--- config.mk ---
export PLATFORM = sky130hd
export DESIGN_NAME = multicycle_ctrl_flat
export DESIGN_NICKNAME = d
export VERILOG_FILES = /design/src/rtl/ctrl_pkg.sv /design/src/rtl/multicycle_ctrl_if.sv /design/src/rtl/opcode_class.sv /design/src/rtl/multicycle_ctrl.sv /design/src/flat_wrapper.sv
export SDC_FILE = /design/constraint.sdc
export NUM_CORES = 1
export LEC_CHECK = 0
export CELL_PAD_IN_SITES_DETAIL_PLACEMENT = 1
export CELL_PAD_IN_SITES_GLOBAL_PLACEMENT = 2
export CORE_ASPECT_RATIO = 1.2
export CORE_MARGIN = 2
export CORE_UTILIZATION = 25
export CTS_CLUSTER_SIZE = 25
export DETAILED_ROUTE_END_ITERATION = 6
export PLACE_DENSITY = 0.8
export SLEW_MARGIN = 20
export SYNTH_ARGS = -nofsm -noshare
export SYNTH_HDL_FRONTEND = slang
export SYNTH_HIERARCHICAL = 1
export SYNTH_SLANG_ARGS = --single-unit
--- constraint.sdc ---
create_clock -name clk -period 3.05 [get_ports clk]
set_input_delay 0.4575 -clock clk [delete_from_list [all_inputs] [get_ports clk]]
set_output_delay 0.4575 -clock clk [all_outputs]
set_load 0.005 [all_outputs]
--- src/rtl/ctrl_pkg.sv ---
// Shared types and encodings for the multicycle RV32I controller and datapath muxes.
// The state enum, opcode classes and mux select codes live here so both sides agree.
package ctrl_pkg;

  typedef enum logic [2:0] {
    S_FETCH,
    S_DECODE,
    S_EXEC,
    S_MEM,
    S_WB,
    S_HALT
  } state_e;

  typedef enum logic [3:0] {
    C_ALU,
    C_ALU_IMM,
    C_LUI,
    C_AUIPC,
    C_LOAD,
    C_STORE,
    C_BRANCH,
    C_JAL,
    C_JALR,
    C_ILLEGAL
  } opclass_e;

  // RV32I major opcodes (instr[6:0])
  localparam logic [6:0] OPC_LOAD   = 7'b0000011;
  localparam logic [6:0] OPC_OP_IMM = 7'b0010011;
  localparam logic [6:0] OPC_AUIPC  = 7'b0010111;
  localparam logic [6:0] OPC_STORE  = 7'b0100011;
  localparam logic [6:0] OPC_OP     = 7'b0110011;
  localparam logic [6:0] OPC_LUI    = 7'b0110111;
  localparam logic [6:0] OPC_BRANCH = 7'b1100011;
  localparam logic [6:0] OPC_JALR   = 7'b1100111;
  localparam logic [6:0] OPC_JAL    = 7'b1101111;

  localparam logic [1:0] WB_ALU = 2'd0;
  localparam logic [1:0] WB_MEM = 2'd1;
  localparam logic [1:0] WB_PC4 = 2'd2;

  localparam logic [1:0] PC_PLUS4  = 2'd0;
  localparam logic [1:0] PC_ALUOUT = 2'd1;
  localparam logic [1:0] PC_JALR   = 2'd2;
  localparam logic [1:0] PC_RESET  = 2'd3;

  localparam logic [1:0] A_RS1  = 2'd0;
  localparam logic [1:0] A_PC   = 2'd1;
  localparam logic [1:0] A_ZERO = 2'd2;

  localparam logic B_RS2 = 1'b0;
  localparam logic B_IMM = 1'b1;

  localparam logic ADDR_PC     = 1'b0;
  localparam logic ADDR_ALUOUT = 1'b1;

endpackage

--- src/rtl/multicycle_ctrl_if.sv ---
// Controller <-> datapath/memory bundle: status inputs to the FSM and every
// enable and mux select it drives.
interface multicycle_ctrl_if;
  logic [31:0] instr;
  logic        br_taken;
  logic        mem_ready;
  logic        mem_req;
  logic        mem_we;
  logic        addr_sel;
  logic        ir_we;
  logic [1:0]  alu_a_sel;
  logic        alu_b_sel;
  logic        reg_we;
  logic [1:0]  wb_sel;
  logic        pc_we;
  logic [1:0]  pc_sel;

  modport master (
    input  instr, br_taken, mem_ready,
    output mem_req, mem_we, addr_sel, ir_we, alu_a_sel, alu_b_sel,
           reg_we, wb_sel, pc_we, pc_sel
  );

  modport slave (
    output instr, br_taken, mem_ready,
    input  mem_req, mem_we, addr_sel, ir_we, alu_a_sel, alu_b_sel,
           reg_we, wb_sel, pc_we, pc_sel
  );
endinterface

--- src/rtl/opcode_class.sv ---
// Combinational map from the RV32I major opcode to an instruction class;
// anything not in the supported set is ILLEGAL.
module opcode_class
  import ctrl_pkg::*;
(
  input  logic [6:0] opcode,
  output opclass_e   cls
);

  always_comb begin
    case (opcode)
      OPC_OP:     cls = C_ALU;
      OPC_OP_IMM: cls = C_ALU_IMM;
      OPC_LUI:    cls = C_LUI;
      OPC_AUIPC:  cls = C_AUIPC;
      OPC_LOAD:   cls = C_LOAD;
      OPC_STORE:  cls = C_STORE;
      OPC_BRANCH: cls = C_BRANCH;
      OPC_JAL:    cls = C_JAL;
      OPC_JALR:   cls = C_JALR;
      default:    cls = C_ILLEGAL;
    endcase
  end

endmodule

--- src/rtl/multicycle_ctrl.sv ---
// Multicycle RV32I control FSM: sequences fetch/decode/exec/mem/wb over the
// shared datapath, counts retired instructions and halts on illegal opcodes.
module multicycle_ctrl
  import ctrl_pkg::*;
#(
  parameter bit RESET_PC_WE = 1'b0
) (
  input  logic                clk,
  input  logic                rst_n,
  multicycle_ctrl_if.master   bus,
  output logic [31:0]         instret,
  output logic                halted
);

  state_e      state_q, state_d;
  logic [31:0] instret_q, instret_d;
  logic        halted_q, halted_d;
  logic        first_q, first_d;
  opclass_e    cls;
  logic        retire;

  logic       mem_req, mem_we, addr_sel, ir_we, alu_b_sel, reg_we, pc_we;
  logic [1:0] alu_a_sel, wb_sel, pc_sel;

  logic unused_instr;
  assign unused_instr = ^bus.instr[31:7];

  opcode_class u_opcode_class (
    .opcode (bus.instr[6:0]),
    .cls    (cls)
  );

  // NOTE: every variable gets a default before the case so no path leaves one
  // unassigned; otherwise synthesis infers latches.
  always_comb begin
    state_d   = state_q;
    halted_d  = halted_q;
    first_d   = 1'b0;
    retire    = 1'b0;
    mem_req   = 1'b0;
    mem_we    = 1'b0;
    addr_sel  = ADDR_PC;
    ir_we     = 1'b0;
    alu_a_sel = A_RS1;
    alu_b_sel = B_RS2;
    reg_we    = 1'b0;
    wb_sel    = WB_ALU;
    pc_we     = 1'b0;
    pc_sel    = PC_PLUS4;

    case (state_q)
      S_FETCH: begin
        mem_req  = 1'b1;
        addr_sel = ADDR_PC;
        if (RESET_PC_WE && first_q) begin
          pc_we  = 1'b1;
          pc_sel = PC_RESET;
        end
        if (bus.mem_ready) begin
          ir_we   = 1'b1;
          state_d = S_DECODE;
        end
      end

      // ALUOut latches PC+imm here so branch/JAL targets are ready in EXEC.
      S_DECODE: begin
        alu_a_sel = A_PC;
        alu_b_sel = B_IMM;
        if (cls == C_ILLEGAL) begin
          state_d  = S_HALT;
          halted_d = 1'b1;
        end else begin
          state_d = S_EXEC;
        end
      end

      S_EXEC: begin
        case (cls)
          C_ALU:     state_d = S_WB;
          C_ALU_IMM: begin alu_b_sel = B_IMM; state_d = S_WB; end
          C_LUI:     begin alu_a_sel = A_ZERO; alu_b_sel = B_IMM; state_d = S_WB; end
          C_AUIPC:   begin alu_a_sel = A_PC;   alu_b_sel = B_IMM; state_d = S_WB; end
          C_LOAD,
          C_STORE:   begin alu_b_sel = B_IMM; state_d = S_MEM; end
          C_BRANCH: begin
            pc_we   = 1'b1;
            pc_sel  = bus.br_taken ? PC_ALUOUT : PC_PLUS4;
            retire  = 1'b1;
            state_d = S_FETCH;
          end
          C_JAL: begin
            pc_we   = 1'b1;
            pc_sel  = PC_ALUOUT;
            reg_we  = 1'b1;
            wb_sel  = WB_PC4;
            retire  = 1'b1;
            state_d = S_FETCH;
          end
          C_JALR: begin
            alu_b_sel = B_IMM;
            pc_we     = 1'b1;
            pc_sel    = PC_JALR;
            reg_we    = 1'b1;
            wb_sel    = WB_PC4;
            retire    = 1'b1;
            state_d   = S_FETCH;
          end
          default: state_d = S_HALT;
        endcase
      end

      S_MEM: begin
        mem_req  = 1'b1;
        addr_sel = ADDR_ALUOUT;
        mem_we   = (cls == C_STORE);
        if (bus.mem_ready) begin
          if (cls == C_STORE) begin
            pc_we   = 1'b1;
            pc_sel  = PC_PLUS4;
            retire  = 1'b1;
            state_d = S_FETCH;
          end else begin
            state_d = S_WB;
          end
        end
      end

      S_WB: begin
        reg_we  = 1'b1;
        pc_we   = 1'b1;
        pc_sel  = PC_PLUS4;
        wb_sel  = (cls == C_LOAD) ? WB_MEM : WB_ALU;
        retire  = 1'b1;
        state_d = S_FETCH;
      end

      S_HALT:  state_d = S_HALT;
      default: state_d = S_FETCH;
    endcase

    instret_d = instret_q + {31'd0, retire};
  end

  // NOTE: sequential state uses non-blocking assignments so every flop samples
  // the pre-edge values regardless of statement order.
  always_ff @(posedge clk or negedge rst_n) begin
    if (!rst_n) begin
      state_q   <= S_FETCH;
      instret_q <= '0;
      halted_q  <= 1'b0;
      first_q   <= 1'b1;
    end else begin
      state_q   <= state_d;
      instret_q <= instret_d;
      halted_q  <= halted_d;
      first_q   <= first_d;
    end
  end

  // Reset state is FETCH, so outputs are masked by rst_n to keep the bus
  // quiet (including mem_req) for as long as reset is held.
  assign bus.mem_req   = rst_n & mem_req;
  assign bus.mem_we    = rst_n & mem_we;
  assign bus.addr_sel  = rst_n & addr_sel;
  assign bus.ir_we     = rst_n & ir_we;
  assign bus.alu_a_sel = rst_n ? alu_a_sel : A_RS1;
  assign bus.alu_b_sel = rst_n & alu_b_sel;
  assign bus.reg_we    = rst_n & reg_we;
  assign bus.wb_sel    = rst_n ? wb_sel : WB_ALU;
  assign bus.pc_we     = rst_n & pc_we;
  assign bus.pc_sel    = rst_n ? pc_sel : PC_PLUS4;

  assign instret = instret_q;
  assign halted  = halted_q;

endmodule

--- src/flat_wrapper.sv ---
// flat-port wrapper written by rule: the top's interface ports become plain ports
module multicycle_ctrl_flat import ctrl_pkg::*;
#(
  parameter bit RESET_PC_WE = 1'b0
)
  (clk, rst_n, instret, halted, bus_instr, bus_br_taken, bus_mem_ready, bus_mem_req, bus_mem_we, bus_addr_sel, bus_ir_we, bus_alu_a_sel, bus_alu_b_sel, bus_reg_we, bus_wb_sel, bus_pc_we, bus_pc_sel);
  multicycle_ctrl_if bus_i ();
  input  logic clk;
  input  logic rst_n;
  output logic [31:0] instret;
  output logic halted;
  input wire logic [$bits(bus_i.instr)-1:0] bus_instr;
  input wire logic [$bits(bus_i.br_taken)-1:0] bus_br_taken;
  input wire logic [$bits(bus_i.mem_ready)-1:0] bus_mem_ready;
  output wire logic [$bits(bus_i.mem_req)-1:0] bus_mem_req;
  output wire logic [$bits(bus_i.mem_we)-1:0] bus_mem_we;
  output wire logic [$bits(bus_i.addr_sel)-1:0] bus_addr_sel;
  output wire logic [$bits(bus_i.ir_we)-1:0] bus_ir_we;
  output wire logic [$bits(bus_i.alu_a_sel)-1:0] bus_alu_a_sel;
  output wire logic [$bits(bus_i.alu_b_sel)-1:0] bus_alu_b_sel;
  output wire logic [$bits(bus_i.reg_we)-1:0] bus_reg_we;
  output wire logic [$bits(bus_i.wb_sel)-1:0] bus_wb_sel;
  output wire logic [$bits(bus_i.pc_we)-1:0] bus_pc_we;
  output wire logic [$bits(bus_i.pc_sel)-1:0] bus_pc_sel;
  assign bus_i.instr = bus_instr;
  assign bus_i.br_taken = bus_br_taken;
  assign bus_i.mem_ready = bus_mem_ready;
  assign bus_mem_req = bus_i.mem_req;
  assign bus_mem_we = bus_i.mem_we;
  assign bus_addr_sel = bus_i.addr_sel;
  assign bus_ir_we = bus_i.ir_we;
  assign bus_alu_a_sel = bus_i.alu_a_sel;
  assign bus_alu_b_sel = bus_i.alu_b_sel;
  assign bus_reg_we = bus_i.reg_we;
  assign bus_wb_sel = bus_i.wb_sel;
  assign bus_pc_we = bus_i.pc_we;
  assign bus_pc_sel = bus_i.pc_sel;
  multicycle_ctrl #(.RESET_PC_WE(RESET_PC_WE)) u_core (.clk(clk), .rst_n(rst_n), .bus(bus_i), .instret(instret), .halted(halted));
endmodule
# After elaboration in Yosys (flattened, before gate mapping)
# Cells that the tools add are included.
# Widths: inputs -> output; s select.
[word_totals]
register_bits = 36
mem_bits_ro = 0
latch_bits = 0
ramBits = 0
mem_count = 0
[classes]
n_shift = 0
n_bitwise = 7
n_mul = 0
magnitude_cmp = 0
div = 0
n_reduce_logical = 10
muxes = 31
eq_ne = 25
n_addsub = 1
[op_table]
columns = ["operator", "count"]
rows = [
  ["$pmux 4 s9", 1],
  ["$add 32x1->32", 1],
  ["$eq 7x6->1 const B", 3],
  ["$eq 7x7->1 const B", 3],
  ["$eq 4x3->1 const B", 4],
  ["$pmux 3 s5", 1],
  ["$eq 7x5->1 const B", 2],
  ["$mux 1", 12],
  ["$mux 3", 4],
  ["$pmux 2 s2", 3],
  ["$mux 2", 5],
  ["$pmux 3 s3", 1],
  ["$eq 4x2->1 const B", 2],
  ["$eq 4x4->1 const B", 2],
  ["$and 1x1->1", 7],
  ["$eq 7x2->1 const B", 1],
  ["$eq 3x2->1 const B", 2],
  ["$eq 3x3->1 const B", 2],
  ["$pmux 2 s3", 1],
  ["$reduce_or 2->1", 3],
  ["$reduce_or 6->1", 1],
  ["$eq 4x1->1 const B", 1],
  ["$logic_not 4->1", 1],
  ["$ne 2x2->1 const B", 2],
  ["7 further kinds", 9],
]

# Logic depth before layout (Yosys ltp)
# Gate-level depths: netlist of run 1.
[depth]
word_depth = 7
mapped_depth = 14

# Hierarchy
# Netlist of run 1, hierarchy kept.
[by_module_without_submodules]
columns = ["module", "cells_per_inst", "area_each_um2", "seq_area_each_um2", "instances"]
rows = [
  ["multicycle_ctrl", 193, 1916.8, 900.9, 1],
  ["opcode_class", 19, 132.6, 0.0, 1],
]

# Least setup slack after synthesis of run 1
# No wires, ideal clock.
[synth_path]
kind = "input to register"
startpoint = "in bus_instr[4]"
endpoint = "reg u_core.instret_q[26], in the netlist u_core/instret[26]"
path_stages = 14
arrival_ns = 3.228
n_path_buf = 1
slack_ns = -0.303
path_cell_list = "nor4_2 -> nor3_1 -> or3_1 -> clkbuf_1 -> or4b_1 -> a21oi_1 -> o21ai_1 -> nand2_1 -> ha_1 -> ha_1 -> inv_1 -> nor4_4 -> nand4_1 -> xnor2_1"
[synth_via]
elab_chain_cells = 7
elab_cells_between_ends = 20
cone_classes = "add/sub (1); eq/ne (13); mux (5); reduce/logical (1)"
[synth_lines]
columns = ["item", "line", "source"]
rows = [
  ["start, declared", "flat_wrapper.sv:12", "input wire logic [$bits(bus_i.instr)-1:0] bus_instr;"],
  ["$eq 7x7->1 (tied with other cells)", "opcode_class.sv:11", "case (opcode)"],
  ["$pmux 4 s9 (*)", "opcode_class.sv:11", ""],
  ["net u_core.cls[0]", "multicycle_ctrl.sv:19", "opclass_e cls;"],
  ["$eq 4x3->1 (tied with other cells)", "multicycle_ctrl.sv:78", "case (cls)"],
  ["$reduce_or 3->1 (no source line) or $mux 1 (tied branches)", "-", ""],
  ["$mux 1, on equally long branches", "multicycle_ctrl.sv:78, multicycle_ctrl.sv:116", ""],
  ["$pmux 1 s3 (*)", "multicycle_ctrl.sv:51", "case (state_q)"],
  ["$add 32x1->32 (*)", "multicycle_ctrl.sv:141", "instret_d = instret_q + {31'd0, retire};"],
  ["net u_core.instret_d[26]", "multicycle_ctrl.sv:16", "logic [31:0] instret_q, instret_d;"],
  ["end signal, assigned", "multicycle_ctrl.sv:154", "instret_q <= instret_d;"],
  ["end, declared", "multicycle_ctrl.sv:16", ""],
]
# Mark *: on every way through the listed nets, which the timed path passes. The rest lies on a longest branch.
# A chain may end at the register's enable or synchronous reset.

# Worst setup path after layout of run 1
[layout_path]
startpoint = "in bus_instr[3]"
endpoint = "out bus_alu_b_sel"
[layout_via]
elab_chain_cells = 7
elab_cells_between_ends = 20
cone_classes = "eq/ne (15); mux (3); bitwise (1); reduce/logical (1)"
[layout_lines]
columns = ["item", "line", "source"]
rows = [
  ["$eq 7x7->1 (tied with other cells)", "opcode_class.sv:11", ""],
  ["$pmux 4 s9 (*)", "opcode_class.sv:11", ""],
  ["net u_core.cls[2]", "multicycle_ctrl.sv:19", ""],
  ["$eq 4x1->1 (tied with other cells)", "multicycle_ctrl.sv:78", ""],
  ["$reduce_or 6->1 (no source line) (*)", "-", ""],
  ["$mux 1 (*)", "multicycle_ctrl.sv:78", ""],
  ["$pmux 1 s2 (*)", "multicycle_ctrl.sv:51", ""],
  ["$and 1x1->1 (*)", "multicycle_ctrl.sv:167", "assign bus.alu_b_sel = rst_n & alu_b_sel;"],
  ["end, declared", "flat_wrapper.sv:20", "output wire logic [$bits(bus_i.alu_b_sel)-1:0] bus_alu_b_sel;"],
]
# Marks and branches as above.

==> metrics.md, run 1 <==
| Metric | Value |
|---|---|
| Status | `finished clean` |
| Crit path cell chain | `clkdlybuf4s15_1 -> or2_4 -> a2111oi_4 -> buf_4 -> buf_4 -> nor4b_4 -> buf_4 -> o31ai_2 -> a21oi_1 -> dlygate4sd2_1` |
| Vias in the first global route | `1879` |
| Post-synthesis sequential area ratio | `0.4396` |
| Worst-Margin Slew | `0.4564 ns` |
| FF+latch count, synth | `36` |
| Total CTS buffers | `5` |
| GRT overflow | `0` |
| Synth top area cells | `dfrtp_1 44%, xnor2_1 9.4%, nand3_1 4.4%` |
| CP max stage delay | `0.34 ns` |
| Slew HR | `0.6941` |
| FF-to-FF Start | `u_core/state_q[0]` |
| Die area | `0.008942 mm²` |
| Worst clock skew | `0.004967 ns` |
| Max_cap viols | `0` |
| Hold violation total from the final report | `0` |
| Tot GR Track Use | `0.1354` |
| Worst hold path type | `register to register` |
| DR iter-0 viols | `35` |
| IO Port Bufs | `56` |
| Cell taking the most area after synthesis | `dfrtp_1` |
| Final GP Congestion | `0.7564` |
| Dpl cell area | `0.002922 mm²` |
| DRT Wirelength | `5695 µm` |
| Synth top cells by count | `36 x dfrtp_1, 22 x xnor2_1, 18 x nand3_1` |
| Ys async rst share | `1.000` |
| H-tree depth | `2` |
| Worst-path clk slew | `0.07 ns` |
| WS Path Type | `input port to output port` |
| Crit path time final | `2.939 ns` |
| DRC violations left | `0` |
| 1st-pass router iterations | `4` |
| Cell Pwr Density | `428.3 mW/mm²` |
| WHS Path Cells | `2` |
| Maximum fanout along the worst path | `5` |
| Synthesized instance count | `212` |
| Vias | `1895` |
| Share of layout cells above drive strength 1 | `0.2133` |
| Syn_nets | `250` |
| Most common cell in the netlist | `dfrtp_1` |
| Fill count | `939` |
| VDD IR max | `0.1660 mV` |
| Ys Warns | `6` |
| Initial antenna violation count | `0` |
| Diode count | `0` |
| Worst hold start | `u_core/halted` |
| Layout area overhead | `52.08%` |
| R2R Path End | `u_core/instret[28]` |
| Share of Yosys cell area claimed by the top area cell type | `0.4396` |
| Reg2reg path depth | `11` |
| Crit path top cell by count | `buf_4` |
| Synth Cell Area | `0.002049 mm²` |
| Top_reg_cell synth | `dfrtp_1` |
| HPWL Detailed | `4288 µm` |
| I/O pins | `82` |
| Final ANT Viol Nets | `0` |
| Clock sinks | `36` |
| CTS tree | `yes` |
| Wirelength per Cell | `14.42 µm` |
| Mean area per synthesized cell | `9.667 µm²` |
| Leakage | `1.360 nW` |
| Final max-slew violation count | `0` |
| Crit path required time | `2.59 ns` |
| CP Launch Type | `input port` |
| CTS max path bufs | `2` |
| R2r setup slk | `0.98 ns` |
| Initial Utilization | `0.2542` |
| Std cell rows | `36` |
| Synth cell types | `41` |
| Number of synthesized flops with an enable pin | `0` |
| Clock root buffer | `clkbuf_8` |
| Core area | `0.008063 mm²` |
| Chip height | `103.2 µm` |
| Pre-CTS setup slack | `-0.6010 ns` |
| First-pass GRT wire length | `9639 µm` |
| Vias per inst | `4.797` |
| Setup violators final | `0` |
| Critical-path top delay cell | `a2111oi_4` |
| CP bufs+invs | `5` |
| PnR worst setup slack | `0.1110 ns` |
| Largest net degree at the start of global routing | `33` |
| Max Clock Freq | `340.3 MHz` |
| Cell area after layout | `0.003117 mm²` |
| Clk_lat worst skew | `0.28 ns` |
| Final #Nets | `337` |
| Final worst path period share | `0.9636` |
| Die W | `86.66 µm` |
| CP top delay family | `buffers and inverters` |
| WP data arrival | `2.48 ns` |
| Nature of the critical path endpoint | `output port` |
| Hold endpoint | `u_core/halted` |
-- flip-flops by register name, summed over array words and instances (netlist names) --
| signal | flops |
|---|---|
| u_core/instret | 32 |
| u_core/state_q | 3 |
| u_core/halted | 1 |
-- area by class of cell --
class | instances | area [µm²] | share of cell area
flip-flops and latches | 36 | 900.9 | 0.2890
well taps | 95 | 118.9 | 0.03814
clock buffers | 8 | 90.09 | 0.02890
inverters | 5 | 21.27 | 0.006825
multi-input cells | 166 | 1216 | 0.3902
repair buffers | 85 | 769.5 | 0.2469
-- how the worst max path moves through the flow --
| stage | depth (start not counted) | slack, ns | end | start |
|---|---|---|---|---|
| 2_1_floorplan | 14 | -0.07 | u_core/instret[28] | bus_instr[4] |
| 3_3_place_gp | 9 | -0.56 | bus_alu_b_sel | bus_instr[2] |
| 3_5_place_dp | 15 | -0.60 | u_core/instret[28] | bus_instr[4] |
| 4_1_cts | 15 | 0.002 | u_core/instret[28] | bus_instr[5] |
| 5_1_grt | 10 | -0.01 | bus_wb_sel[1] | bus_instr[3] |
| 6_report | 10 | 0.11 | bus_alu_b_sel | bus_instr[3] |
-- where the power goes --
group	leakage [nW]	internal (W)	switching, W	total [W]
Clock	0.0455	0.000184	0.000164	0.000348
Sequential	0.483	0.000530	0.000103	0.000632
Combinational	0.832	0.000198	0.000157	0.000354
Total	1.36	0.000912	0.000423	0.00133
-- metal layers --
layer | vias to the layer above | global-route usage | part of all wire
li1 | 923 | - | -
met4 | 0 | 0.04327 | 0.014
met5 | - | 0 | 0
met3 | 4 | 0.02143 | 0.040
met1 | 916 | 0.1630 | 0.42
met2 | 52 | 0.2467 | 0.53
-- what timing repair did --
item                                    4_1_cts  5_1_grt
gates resized for setup                      42        7
setup buffers                                 2        1
hold buffers                                  1        0
gates cloned                                  1        0
endpoints found under the setup margin       36       12
pin swaps                                    13        6
hold endpoints to repair                      4        0
-- cells by family after synthesis --
family,after synthesis,synth area share
AOI/OAI and AO/OA,22,0.07204
xor gates and xnor gates,31,0.1325
adders and majority gates,2,0.01221
buffers and inverters,10,0.01832
DFF,36,0.4396
and+or+nand+nor,111,0.3254
-- placed cells by master, fill, tap and decap left out, drive strengths merged, types with 2 or more instances in the layout --
master	synthesis	layout
nand2	17	17
nand2b	5	5
xnor2	22	22
nor3	9	9
dlymetal6s2s	0	3
a21boi	2	2
o21ai	6	6
nor4	6	6
nand3	19	19
a21oi	5	5
or2	3	3
nor2b	7	7
and3	7	7
dfrtp	36	36
buf	0	33
ha	2	2
nand4bb	2	2
clkdlybuf4s50	0	41
o31ai	3	3
inv	5	5
clkdlybuf4s15	0	2
nor2	17	17
and3b	2	2
dlygate4sd2	0	5
nand4	12	12
clkbuf	5	8
xor2	9	9
-- per-stage QoR --
stage          setup TNS (ns)  utilization  power [W]  hold slack [ns]  cells
5_1_grt              -0.02559       0.3866   0.001426           0.4970    395
3_5_place_dp           -17.39       0.3624   0.001003           0.3046    382
4_1_cts                     0       0.3825   0.001362           0.4858    394
3_3_place_gp           -14.89       0.3624  0.0009846           0.3050    382
2_1_floorplan         -0.3469            -  0.0007892           0.1619    212
6_report                    0       0.3866   0.001335           0.4728    395
-- tightest hold or removal path: cells and delay by family (launching register included) --
kind,cells,cell delay [ns]
buffers and inverters,1,0.04
AOI/OAI and AO/OA,1,0.05
DFF,1,0.35
(Power assumes the default switching activity.)
==> run 2, diff against run 1 <==
--- a/config.mk
+++ b/config.mk
@@ -5,14 +5,15 @@
 export SDC_FILE = /design/constraint.sdc
 export NUM_CORES = 1
 export LEC_CHECK = 0
+export ABC_AREA = 1
 export CELL_PAD_IN_SITES_DETAIL_PLACEMENT = 1
 export CELL_PAD_IN_SITES_GLOBAL_PLACEMENT = 2
 export CORE_ASPECT_RATIO = 1.2
 export CORE_MARGIN = 2
-export CORE_UTILIZATION = 25
+export CORE_UTILIZATION = 24
 export CTS_CLUSTER_SIZE = 25
 export DETAILED_ROUTE_END_ITERATION = 6
-export PLACE_DENSITY = 0.8
+export PLACE_DENSITY = 0.81
 export SLEW_MARGIN = 20
 export SYNTH_ARGS = -nofsm -noshare
 export SYNTH_HDL_FRONTEND = slang
==> metrics.md, run 2 <==
| Metric | Value |
|---|---|
| Die W | `95.24 µm (+9.9%)` |
| Clk_lat worst skew | `0.28 ns (about the same)` |
| Synth cell types | `25 (-39%)` |
| Largest register FFs | `32 (unchanged)` |
| Total CTS buffers | `5 (unchanged)` |
| CP max stage delay | `0.49 ns (+0.15 ns)` |
| First-pass GRT wire length | `12740 µm (+32%)` |
| Cell Pwr Density | `439.9 mW/mm² (+2.7%)` |
| IO Port Bufs | `56 (unchanged)` |
| Dpl cell area | `0.003362 mm² (+15%)` |
| Pre-CTS setup slack | `-0.3288 ns (+0.2722 ns)` |
| Hold WS | `0.2862 ns (-0.1866 ns)` |
| Maximum fanout along the worst path | `4 (-1)` |
| Commonest cells after routing, fill and taps aside | `113 x nand2_1, 44 x nor2_1, 41 x clkdlybuf4s50_1, 39 x buf_4, 36 x dfrtp_1` |
| Max Clock Freq | `346.3 MHz (+1.8%)` |
| Layout area overhead | `52.24%` |
| Synth top cells by count | `120 x nand2_1, 51 x nor2_1, 36 x dfrtp_1` |
| Most common library cell in the layout ignoring fill and taps | `nand2_1` |
| FF-to-FF Start | `u_core/state_q[2]` |
| Hold violation total from the final report | `0 (unchanged)` |
| Clock sinks | `36 (unchanged)` |
| CTS tree | `yes` |
| Final #Nets | `480 (+42%)` |
| Status | `finished clean` |
| Final ANT Viol Nets | `0 (unchanged)` |
| Cell taking the most area after synthesis | `dfrtp_1` |
| Vias | `2544 (+34%)` |
| Syn_nets | `378 (+51%)` |
| CP top delay family | `buffers and inverters` |
| Crit path cell chain | `clkdlybuf4s50_1 -> nand2_2 -> nor2_4 -> nand2_2 -> nand2_1 -> inv_1 -> nand2_2 -> nand2_2 -> buf_4 -> buf_4 -> nor2_1 -> nand2_1 -> buf_4 -> nor2_1 -> clkdlybuf4s15_1` |
| Largest net degree at the start of global routing | `38 (+15%)` |
| Cell area after layout | `0.003650 mm² (+17%)` |
| Vias per inst | `4.495 (-6.3%)` |
| Tot GR Track Use | `0.1478 (+0.01237)` |
| WS Path Type | `input port to output port` |
| WP data arrival | `2.43 ns (-0.05 ns)` |
| Ys Warns | `6 (unchanged)` |
| CTS max path bufs | `2 (unchanged)` |
| Crit path to | `bus_pc_sel[1]` |
| Critical-path top delay cell | `clkdlybuf4s50_1` |
| 1st-pass router iterations | `4 (unchanged)` |
| I/O pins | `82 (unchanged)` |
| Final worst path period share | `0.9468 (-0.01682)` |
| Placed Cells | `553 (+45%)` |
| Vias in the first global route | `2773 (+48%)` |
| Ys async rst share | `1.000 (unchanged)` |
| Post-synthesis compound-gate area fraction | `0.03288 (-0.03916)` |
| Std cell rows | `39 (+8.3%)` |
| Synthesized instance count | `340 (+60%)` |
| Crit path time final | `2.888 ns (-0.05129 ns)` |
| Nature of the critical path endpoint | `output port` |
| PnR worst setup slack | `0.1623 ns (+0.05129 ns)` |
| Post-synthesis mux area share | `0 (unchanged)` |
| Core area | `0.009613 mm² (+19%)` |
| Initial Utilization | `0.2494 (-0.004808)` |
| Post-Layout Cell Count | `566 (+43%)` |
| Diode count | `0 (unchanged)` |
| DR iter-0 viols | `76 (+120%)` |
| DRT Wirelength | `7771 µm (+36%)` |
| Crit path required time | `2.59 ns (about the same)` |
| HPWL Detailed | `6158 µm (+44%)` |
| Chip height | `113.5 µm (+10%)` |
| Reg2reg path depth | `14 (+3)` |
| GRT overflow | `0 (unchanged)` |
| Leakage | `1.666 nW (+22%)` |
| Worst clock skew | `0.006377 ns (+0.001410 ns)` |
| Final GP Congestion | `0.8641 (+14%)` |
| R2r setup slk | `0.96 ns (-0.02 ns)` |
| Stages on worst setup path | `15 (+5)` |
| Worst hold path type | `input port to asynchronous set/reset pin` |
| Slew HR | `0.6706 (-0.02351)` |
| Wirelength per Cell | `13.73 µm (-4.8%)` |
| Share of layout cells above drive strength 1 | `0.2528 (+0.03949)` |
| Clock root buffer | `clkbuf_16` |
| Area of the multi-input gates | `0.001486 mm² (+22%)` |
| Die area | `0.01081 mm² (+21%)` |
| Synth Cell Area | `0.002397 mm² (+17%)` |
| Synth Area in Simple Gates | `0.4781 (+0.1527)` |
| Number of synthesized flops with an enable pin | `0 (unchanged)` |
| Post-Synth XOR/XNOR Area | `0.05428 (-0.07820)` |
| Worst-Margin Slew | `0.4942 ns (+0.03775 ns)` |
| VDD IR max | `0.2045 mV (+23%)` |
| Max_cap viols | `0 (unchanged)` |
| Top_reg_cell synth | `dfrtp_1` |
| Synth top area cells | `dfrtp_1 38%, nand2_1 19%, nor2_1 8.0%` |
| H-tree depth | `2 (unchanged)` |
| Initial antenna violation count | `0 (unchanged)` |
| FF+latch count, synth | `36 (unchanged)` |
| Crit path top cell by count | `nand2_2` |
| Post-Synth Adder-Cell Area | `0.01044 (-0.001772)` |
| Setup violators final | `0 (unchanged)` |
| CP Launch Type | `input port` |
| Share of Yosys cell area claimed by the top area cell type | `0.3758 (-0.06378)` |
| Largest family of logic cells by synthesized area | `simple AND/OR/NAND/NOR gates` |
| CTS Hold Bufs | `0 (-1)` |
| Final max-slew violation count | `0 (unchanged)` |
| Most common cell in the netlist | `nand2_1` |
| R2R Path End | `u_core/instret[28]` |
| Worst-path clk slew | `0.05 ns (-0.02 ns)` |
| FF/Latch Area | `900.9 µm² (unchanged)` |
| Fill count | `1210 (+29%)` |
| Crit path launch | `bus_instr[5]` |
| CP bufs+invs | `6 (+1)` |
| Post-synthesis sequential area ratio | `0.3758 (-0.06378)` |
| Mean area per synthesized cell | `7.051 µm² (-27%)` |
| DRC violations left | `0 (unchanged)` |
## run 2: worst min-delay path by stage
stage	slack [ns]	depth (start not counted)	endpoint
2_1_floorplan	0.16	0	u_core/halted
3_3_place_gp	0.48	2	u_core/instret[31]
3_5_place_dp	0.49	1	u_core/halted
4_1_cts	0.32	2	u_core/halted
5_1_grt	0.34	2	u_core/state_q[0]
6_report	0.29	2	u_core/halted
## run 2: stage by stage
step / TNS [ns] / util / power [W]
2_1_floorplan: 0 / - / 0.0007693
3_3_place_gp: -4.430 / 0.3497 / 0.0009922
3_5_place_dp: -5.862 / 0.3497 / 0.001007
4_1_cts: 0 / 0.3664 / 0.001593
5_1_grt: -0.09368 / 0.3797 / 0.001711
6_report: 0 / 0.3797 / 0.001606
## run 2: cells by family after synthesis
group,after synthesis
flops,36
buf+inv,31
xor+xnor,14
simple gates,244
fa+ha+maj,2
compound gates,13
## run 2: timing repair
item                       in CTS  in global routing
resized for setup              21                 30
pin swaps                       0                 11
setup endpoints to repair      12                 30
setup buffers                   0                  5
cloned                          0                  0
## run 2: report_power, final
| group | internal [W] | total (W) | switching, W |
|---|---|---|---|
| sequential | 0.000528 | 0.000594 | 0.0000661 |
| combinational | 0.000217 | 0.000431 | 0.000214 |
| clock | 0.000384 | 0.000581 | 0.000196 |
| total | 0.00113 | 0.00161 | 0.000477 |
## run 2: per-layer routing
| layer | global-route usage | share of wire |
|---|---|---|
| met1 | 0.1691 | 0.41 |
| met2 | 0.2704 | 0.52 |
| met3 | 0.02774 | 0.046 |
| met4 | 0.05024 | 0.023 |
| met5 | 0 | 0 |
## run 2: layout make-up
class	count	share of cell area
Clock buffer	6	0.03531
Clock inverter	2	0.009599
Inverter	31	0.03188
Multi-Input combinational cell	273	0.4073
Sequential cell	36	0.2468
Tap cell	123	0.04217
Timing Repair Buffer	95	0.2269
==> run 3, diff against run 2 <==
--- a/config.mk
+++ b/config.mk
@@ -6,6 +6,7 @@
 export NUM_CORES = 1
 export LEC_CHECK = 0
 export ABC_AREA = 1
+export CAP_MARGIN = 0
 export CELL_PAD_IN_SITES_DETAIL_PLACEMENT = 1
 export CELL_PAD_IN_SITES_GLOBAL_PLACEMENT = 2
 export CORE_ASPECT_RATIO = 1.2
@@ -19,3 +20,4 @@
 export SYNTH_HDL_FRONTEND = slang
 export SYNTH_HIERARCHICAL = 1
 export SYNTH_SLANG_ARGS = --single-unit
+export TNS_END_PERCENT = 5
==> metrics.md, run 3 (synthesized netlist as in run 2, its figures left out) <==
| Metric | Value |
|---|---|
| Std cell rows | `39 (unchanged)` |
| CP max stage delay | `0.47 ns (-0.02 ns)` |
| Total CTS buffers | `5 (unchanged)` |
| Tot GR Track Use | `0.1478 (unchanged)` |
| Final worst path period share | `0.9610 (+0.01426)` |
| WP data arrival | `2.47 ns (+0.04 ns)` |
| Initial antenna violation count | `0 (unchanged)` |
| Nature of the critical path endpoint | `output port` |
| CTS Hold Bufs | `0 (unchanged)` |
| Initial Utilization | `0.2494 (unchanged)` |
| Setup violators final | `0 (unchanged)` |
| Final #Nets | `477 (-0.63%)` |
| Clock sinks | `36 (unchanged)` |
| Total power | `0.001607 W (about the same)` |
| Chip height | `113.5 µm (unchanged)` |
| DR iter-0 viols | `83 (+9.2%)` |
| RSZ-0062 raised after global routing | `true` |
| WS Path Type | `input port to output port` |
| Core area | `0.009613 mm² (unchanged)` |
| Share of layout cells above drive strength 1 | `0.2341 (-0.01873)` |
| Worst clock skew | `0.006379 ns (+0.000002630 ns)` |
| Worst-Margin Slew | `0.4909 ns (-0.003243 ns)` |
| FF-to-FF Start | `u_core/state_q[2]` |
| IO Port Bufs | `56 (unchanged)` |
| CP bufs+invs | `6 (unchanged)` |
| DRC violations left | `0 (unchanged)` |
| Crit path launch | `bus_instr[0]` |
| First-pass GRT wire length | `12740 µm (unchanged)` |
| CTS tree | `yes` |
| Crit path time final | `2.931 ns (+0.04350 ns)` |
| Placed Cells | `553 (unchanged)` |
| Post-Layout Cell Count | `563 (-0.53%)` |
| CP Launch Type | `input port` |
| Layout area overhead | `51.46%` |
| Pre-CTS setup slack | `-0.3288 ns (unchanged)` |
| Max_cap viols | `0 (unchanged)` |
| Die area | `0.01081 mm² (unchanged)` |
| Wirelength per Cell | `13.64 µm (-0.66%)` |
| Maximum fanout along the worst path | `4 (unchanged)` |
| Worst hold path type | `input port to asynchronous set/reset pin` |
| Vias per inst | `4.517 (+0.49%)` |
| Commonest cells after routing, fill and taps aside | `115 x nand2_1, 46 x nor2_1, 41 x clkdlybuf4s50_1, 36 x dfrtp_1, 36 x buf_4` |
| Largest net degree at the start of global routing | `38 (unchanged)` |
| 1st-pass router iterations | `4 (unchanged)` |
| Fill count | `1212 (+0.17%)` |
| Critical-path top delay cell | `clkdlybuf4s50_1` |
| CTS max path bufs | `2 (unchanged)` |
| VDD IR max | `0.2045 mV (about the same)` |
| Die W | `95.24 µm (unchanged)` |
| Max Clock Freq | `341.2 MHz (-1.5%)` |
| GRT overflow | `0 (unchanged)` |
| Status | `finished clean` |
| Final GP Congestion | `0.8641 (unchanged)` |
| Clock root buffer | `clkbuf_16` |
| Clk_lat worst skew | `0.28 ns (about the same)` |
| PnR worst setup slack | `0.1188 ns (-0.04350 ns)` |
| Hold violation total from the final report | `0 (unchanged)` |
| HPWL Detailed | `6158 µm (unchanged)` |
| DRT Wirelength | `7679 µm (-1.2%)` |
| Diode count | `0 (unchanged)` |
| Vias in the first global route | `2773 (unchanged)` |
| I/O pins | `82 (unchanged)` |
| Crit path required time | `2.59 ns (about the same)` |
| Final max-slew violation count | `0 (unchanged)` |
| H-tree depth | `2 (unchanged)` |
| Setup TNS | `0 ns (unchanged)` |
| CP top delay family | `buffers and inverters` |
| Largest register FFs | `32 (unchanged)` |
| Leakage | `1.672 nW (+0.42%)` |
| Vias | `2543 (-0.039%)` |
| Crit path cell chain | `clkdlybuf4s50_1 -> nand2_2 -> inv_2 -> nand3_1 -> nor2_1 -> nor2_1 -> nand2_1 -> nand2_1 -> inv_2 -> nand2_2 -> inv_1 -> nand3_1 -> nand2_1 -> nand2_2 -> buf_4 -> a21oi_2 -> clkdlybuf4s15_1` |
| Worst-path clk slew | `0.05 ns (about the same)` |
| Slew HR | `0.6727 (+0.002162)` |
| Cell Pwr Density | `442.6 mW/mm² (+0.60%)` |
| Final Util | `0.3777 (-0.001952)` |
| Most common library cell in the layout ignoring fill and taps | `nand2_1` |
| Final ANT Viol Nets | `0 (unchanged)` |
## run 3: cell types whose count changed in the layout (fill, tap and decap cells not counted), sizes merged
cell           delta
buf               -3
clkbuf            -2
clkdlybuf4s15     +1
dlymetal6s2s      +1
## run 3: worst reg2reg max path, cell delays in order (launching register included)
cell,delay (ns)
dfrtp_1,0.37
inv_1,0.14
nand3_1,0.19
nor2_1,0.13
a21oi_1,0.10
nand2_2,0.10
ha_4,0.14
ha_4,0.15
nand3_4,0.10
nor2_4,0.17
nand2_4,0.09
nor2_4,0.12
nand2_1,0.06
nand2_1,0.06
nand2_1,0.05
## run 3: power by group
group | internal [W] | switching, W
sequential | 0.000528 | 0.0000661
combinational | 0.000219 | 0.000213
clock | 0.000384 | 0.000197
total | 0.00113 | 0.000476
## run 3: repair_timing
item / CTS / global route
pin swaps: 0 / 6
buffers inserted: 0 / 2
resized for setup: 20 / 24
endpoints found under the setup margin: 12 / 31
## run 3: layer usage
metal	GRT usage	vias to the layer above	wire length (µm)
met5	0	-	0
met3	0.02774	13	361
li1	-	1266	-
met4	0.05024	0	172
met1	0.1691	1203	3194
met2	0.2704	61	3951
## run 3: layout make-up
| class | count | area (µm²) | area share |
|---|---|---|---|
| clock buffer | 6 | 128.9 | 0.03549 |
| clock inverter | 2 | 35.03 | 0.009649 |
| inverter | 31 | 116.4 | 0.03205 |
| multi-input combinational | 273 | 1478 | 0.4070 |
| sequential | 36 | 900.9 | 0.2481 |
| tap | 123 | 153.9 | 0.04238 |
| timing repair buffer | 92 | 818.3 | 0.2254 |
## run 3: worst paths after layout
check / slack, ns / endpoint / depth (start not counted)
max: 0.12 / bus_pc_we / 17
min: 0.28 / u_core/halted / 2
max reg2reg: 0.97 / u_core/instret[28] / 14
min reg2reg: 0.49 / u_core/halted / 1
max in group asynchronous: 2.42 / u_core/instret[22] / 2
min in group clk: 0.49 / u_core/halted / 1
## run 3: metrics by stage
step,instance area (µm²),hold WS [ns]
2_1_floorplan,2397,0.1619
3_3_place_gp,3362,0.4755
3_5_place_dp,3362,0.4887
4_1_cts,3523,0.3161
5_1_grt,3631,0.3441
6_report,3631,0.2849
